==> config.mk <==
export PLATFORM = sky130hd
export DESIGN_NAME = mpeg2_stream_unpacker
export DESIGN_NICKNAME = d
export VERILOG_FILES = /design/src/rtl/mpeg2_stream_unpacker.sv
export SDC_FILE = /design/constraint.sdc
export NUM_CORES = 2
export LEC_CHECK = 0
export CAP_MARGIN = 10
export CORE_MARGIN = 2
export CORE_UTILIZATION = 30
export CTS_CLUSTER_DIAMETER = 150
export CTS_CLUSTER_SIZE = 40
export DETAILED_ROUTE_END_ITERATION = 16
export GPL_ROUTABILITY_DRIVEN = 0
export GPL_TIMING_DRIVEN = 0
export PLACE_DENSITY_LB_ADDON = 0.1
export SKIP_LAST_GASP = 1
export SYNTH_ARGS = -nofsm -noshare
export SYNTH_HDL_FRONTEND = slang
export SYNTH_SLANG_ARGS = --single-unit
==> constraint.sdc <==
create_clock -name clk -period 30.3 [get_ports clk]
set_input_delay 6.06 -clock clk [delete_from_list [all_inputs] [get_ports clk]]
set_output_delay 6.06 -clock clk [all_outputs]
set_load 0.02 [all_outputs]
==> src/rtl/mpeg2_stream_unpacker.sv <==
// Receive-side unpacker for the MPEG2 encoder's 256-bit word stream: buffers words in a FIFO,
// serializes them to a valid/ready byte interface and flags start codes / sequence end.
module mpeg2_stream_unpacker #(
    parameter int unsigned FIFO_AW = 3
) (
    input  logic               clk,
    input  logic               rstn,
    input  logic               i_en,
    input  logic               i_last,
    input  logic [255:0]       i_data,
    output logic               o_byte_valid,
    input  logic               i_byte_ready,
    output logic [7:0]         o_byte,
    output logic               o_byte_last,
    output logic               o_start_code,
    output logic               o_seq_end,
    output logic               o_overflow,
    output logic [FIFO_AW:0]   o_fifo_level
);

    localparam int unsigned        DEPTH   = 1 << FIFO_AW;
    localparam logic [FIFO_AW:0]   DEPTH_L = (FIFO_AW + 1)'(DEPTH);

    logic [256:0]         mem_q [DEPTH];
    logic [FIFO_AW-1:0]   wr_ptr_q, wr_ptr_d;
    logic [FIFO_AW-1:0]   rd_ptr_q, rd_ptr_d;
    logic [FIFO_AW:0]     level_q, level_d;
    logic [4:0]           idx_q, idx_d;
    logic [23:0]          hist_q, hist_d;
    logic [1:0]           fill_q, fill_d;
    logic                 ovf_q, ovf_d;

    logic [256:0]         head;
    logic [7:0]           cur_byte;
    logic                 valid, full, xfer, pop, push, last_byte, start_code;

    always_comb begin
        head       = mem_q[rd_ptr_q];
        valid      = (level_q != '0);
        full       = (level_q == DEPTH_L);
        cur_byte   = head[{idx_q, 3'b000} +: 8];
        last_byte  = valid & head[256] & (idx_q == 5'd31);
        xfer       = valid & i_byte_ready;
        pop        = xfer & (idx_q == 5'd31);
        push       = i_en & (~full | pop);
        // fill_q counts bytes seen since the history was cleared, so a cleared
        // (all-zero) history cannot masquerade as two leading zero bytes.
        start_code = valid & (hist_q == 24'h000001) & (fill_q == 2'd3);
    end

    always_comb begin
        wr_ptr_d = wr_ptr_q;
        rd_ptr_d = rd_ptr_q;
        level_d  = level_q;
        idx_d    = idx_q;
        hist_d   = hist_q;
        fill_d   = fill_q;
        ovf_d    = ovf_q | (i_en & ~push);

        if (push) begin
            wr_ptr_d = wr_ptr_q + 1'b1;
        end
        if (pop) begin
            rd_ptr_d = rd_ptr_q + 1'b1;
        end
        case ({push, pop})
            2'b10:   level_d = level_q + (FIFO_AW + 1)'(1);
            2'b01:   level_d = level_q - (FIFO_AW + 1)'(1);
            default: level_d = level_q;
        endcase

        if (xfer) begin
            idx_d = idx_q + 5'd1;
            if (last_byte) begin
                hist_d = '0;
                fill_d = '0;
            end else begin
                hist_d = {hist_q[15:0], cur_byte};
                fill_d = (fill_q == 2'd3) ? 2'd3 : fill_q + 2'd1;
            end
        end
    end

    always_ff @(posedge clk or negedge rstn) begin
        if (!rstn) begin
            wr_ptr_q <= '0;
            rd_ptr_q <= '0;
            level_q  <= '0;
            idx_q    <= '0;
            hist_q   <= '0;
            fill_q   <= '0;
            ovf_q    <= 1'b0;
        end else begin
            wr_ptr_q <= wr_ptr_d;
            rd_ptr_q <= rd_ptr_d;
            level_q  <= level_d;
            idx_q    <= idx_d;
            hist_q   <= hist_d;
            fill_q   <= fill_d;
            ovf_q    <= ovf_d;
        end
    end

    // Storage needs no reset: every output is gated by a non-zero level.
    always_ff @(posedge clk) begin
        if (push) begin
            mem_q[wr_ptr_q] <= {i_last, i_data};
        end
    end

    always_comb begin
        o_byte_valid = valid;
        o_byte       = valid ? cur_byte : '0;
        o_byte_last  = last_byte;
        o_start_code = start_code;
        o_seq_end    = start_code & (cur_byte == 8'hB7);
        o_overflow   = ovf_q;
        o_fifo_level = level_q;
    end

endmodule

==> run_results.csv <==
group,metric,value,unit
timing,maxSlewHeadroom,13.29,%
placed_design,pre_cts_ws,17.78,ns
synth,netlist_top_cells_area,"edfxtp_1 77%, mux4_2 12%, mux2i_1 2.4%",
clock_network,cts_root_buffer,"clkbuf_16",
clock_network,cts_hold_buf,0,
final_layout,nets,4585,
placed_design,post-dp-hpwl,212600,um
power_and_ir_drop,powerDensity,83.11,nW/um2
clock_network,htree_levels,2,
min_path,hold_path_class,"flip-flop to flip-flop",
synth,synth-main-ff-cell,"edfxtp_1",
floorplan,io_pins,278,
worst_setup_path,cp_data_required_time,24.24,ns
global_route,antenna_found_initial,118,
final_layout,fin_util,34.77,%
worst_setup_path,worst_setup_path_end_kind,"output port",
synth,synth.top_cell.area_share,76.50,%
placed_design,place_area,91390,um2
global_route,grt.total_usage,21.52,%
power_and_ir_drop,power,7735,uW
synth,synth_cell_types,72,
timing,setup_viol,0,
synth,ys_seq_area_share,77.80,%
synth,ys_warn_count,0,
global_route,grt_overflow,0,
routing,firstDrtPassIters,5,
timing,worst_pin_slew,1.301,ns
worst_setup_path,cp_max_fo,10,
clock_network,cts_setup_buffers,0,
final_layout,seq_area,62790,um2
floorplan,fp-row-count,190,
routing,wire_per_inst,37.77,um
clock_network,post_cts_resized,0,
power_and_ir_drop,ir_worst_vdd,0.00005638,V
worst_setup_path,worstReg2RegStart,"idx_q[2]",
run,maxCapViolCount,0,
synth,ys_ff_latch,2098,
timing,fin_crit_sh,44.78,%
clock_network,path_clk_slew,0.15,ns
routing,drt_iter0_markers,5330,
routing,wirelength,298500,um
floorplan,start_util,30.15,%
timing,slew_violations,0,
worst_setup_path,arrival,7.51,ns
timing,layout_setup_ws,16.73,ns
synth,syn_nets,3994,
final_layout,multi_input_area,16620,um2
synth,synth_edf_count,2056,
worst_setup_path,timing.reg2reg.setup_slack,24.31,ns
routing,post_drt_via_cell_ratio,5.284,
power_and_ir_drop,p_leak,0.02837,uW
routing,drc,0,
timing,finalHoldViolations,0,
min_path,hold_start,"o_overflow",
routing,dr_total_vias,41770,
routing,drtAntennaViolNets,0,
worst_setup_path,crit_type,"flip-flop to output port",
clock_network,cts_sinks,2098,
global_route,grt_pass1_vias,41400,
floorplan,dieArea,273200,um2
placed_design,port_buffers,277,
synth,synth.largest_area_cell,"edfxtp_1",
timing,fin_setup_tns,0,ns
synth,ys_async_sr_fraction,2.002,%
clock_network,clk_path_buf_depth,3,
clock_network,clock_latency,0.86,ns
floorplan,die-height,522.7,um
synth,syn_avg_cell_area,21.66,um2
synth,postSynthCellCount,3726,
clock_network,numCtsBuffers,59,
global_route,grt_max_degree,42,
final_layout,syn_to_final_growth,15.32,%
worst_setup_path,crit_start,"idx_q[0]",
worst_setup_path,crit_path_start_kind,"flip-flop",
status,status,"finished, final reports clean",
synth,syn-cell-area,80700,um2
final_layout,num-fill-cells,25080,
timing,final.min_clock_period,13.57,ns
timing,rsz0062_at_grt,"false",
timing,fmax,73.70,MHz
global_route,grt_pass1_wl,393100,um
final_layout,fin_area,93060,um2
floorplan,coreArea,267700,um2
floorplan,die_w,522.7,um
clock_network,cts_tree,"done",
final_layout,drive_above_1_share,21.52,%
timing,finalClockSkew,0.07109,ns
-- placed cells by master (no fill, tap or decap), drive strengths merged, types with 13 or more instances in the layout --
cell	Yosys	final
a221oi	39	39
dfrtp	42	42
a21oi	83	83
o22ai	26	26
mux2	13	13
buf	145	399
a31oi	20	20
inv	9	13
o21ai	49	49
nor2	54	54
nor3	29	29
a22oi	95	95
mux4	435	435
nand3	23	23
mux2i	191	191
edfxtp	2056	2056
clkdlybuf4s50	0	276
clkbuf	62	130
nand2b	17	17
diode	0	22
nand2	159	159
nor2b	17	17
-- sequential cells by signal, summed over array words and instances (netlist names) --
name	count
idx_q	5
o_overflow	1
o_fifo_level	4
rd_ptr_q	3
mem_q	2056
hist_q	24
wr_ptr_q	3
fill_q	2
-- worst max-delay path, stage by stage (launching register included) --
cell	delay (ns)
dfrtp_1	0.86
buf_2	0.35
buf_1	0.79
buf_1	0.73
nand2_1	0.16
o22ai_1	0.83
nor3_1	0.08
nor2_1	0.49
a31oi_1	0.27
a32oi_1	0.74
nor4b_2	0.32
and4bb_1	0.36
clkdlybuf4s50_1	0.66
-- cell type report --
class | instances | area share (%)
sequential | 2098 | 67.47
timing repair buffer | 530 | 6.592
clock inverter | 6 | 0.1116
antenna | 22 | 0.05916
multi-input combinational | 1410 | 17.86
buffer | 207 | 1.467
tap | 3552 | 4.776
clock buffer | 68 | 1.623
inverter | 11 | 0.04437
-- stage by stage --
step                      instances  hold slack [ns]
final                          7904           0.4938
after global routing           7888           0.5167
after CTS                      7882           0.5031
after detailed placement       7808           0.4710
after global placement         7555           0.4605
after floorplan                3726           0.4502
-- final timing paths --
kind | to | depth (start not counted)
max in group asynchronous | hist_q[0] | 2
setup reg to reg | mem_q[4][94] | 18
setup / recovery | o_seq_end | 12
hold / removal | o_overflow | 1
hold reg to reg | o_overflow | 1
min in group asynchronous | o_overflow | 1
-- cell families after synthesis --
group / count (synthesis) / synth area share (%)
AOI/OAI and AO/OA: 405 / 3.515
muxes: 639 / 14.74
DFF: 2098 / 77.80
xor gates and xnor gates: 10 / 0.1085
adders and majority gates: 7 / 0.1178
and+or+nand+nor: 349 / 2.003
buffers and inverters: 218 / 1.710
-- synthesized netlist by cell type (4+ instances only) --
master / count
nor2_1: 54
mux4_2: 424
ha_1: 6
buf_2: 63
o211ai_1: 5
o21ai_0: 49
o22ai_1: 26
xnor2_1: 9
or2_2: 5
and2_1: 4
a2111oi_0: 6
inv_1: 9
o221ai_1: 11
nand3_1: 23
buf_8: 9
a311oi_1: 4
buf_1: 13
a31oi_1: 20
nand2_1: 159
a221o_1: 11
buf_4: 23
clkbuf_1: 62
nor4_1: 11
a21oi_1: 83
o31ai_1: 7
nor3_1: 29
dfrtp_1: 42
and3_1: 8
a211oi_1: 12
edfxtp_1: 2056
a22o_1: 7
buf_6: 35
a221oi_1: 36
mux2_2: 13
a22oi_1: 95
nor2b_1: 17
nand4_1: 10
mux4_1: 11
mux2i_1: 191
nand2b_1: 17
o2111ai_1: 5
-- metal layers --
layer  wire length, um  track usage [%]  vias to the layer above  part of all wire, %
li1                  -                -                    16750                    -
met1            126900            29.87                    23160                   43
met2            144200            35.68                     1465                   48
met3             20500            3.448                      317                  6.9
met4              6471            4.384                       76                  2.2
met5               466                0                        -                 0.16
-- power by group --
| part | internal, uW | switching, uW | total (uW) | leakage [uW] |
|---|---|---|---|---|
| logic | 928 | 1840 | 2760 | 0.00840 |
| registers | 3630 | 101 | 3730 | 0.0192 |
| clock network | 365 | 874 | 1240 | 0.000785 |
| total | 4920 | 2810 | 7730 | 0.0284 |
Note: power is estimated with default switching activity, not from simulation.
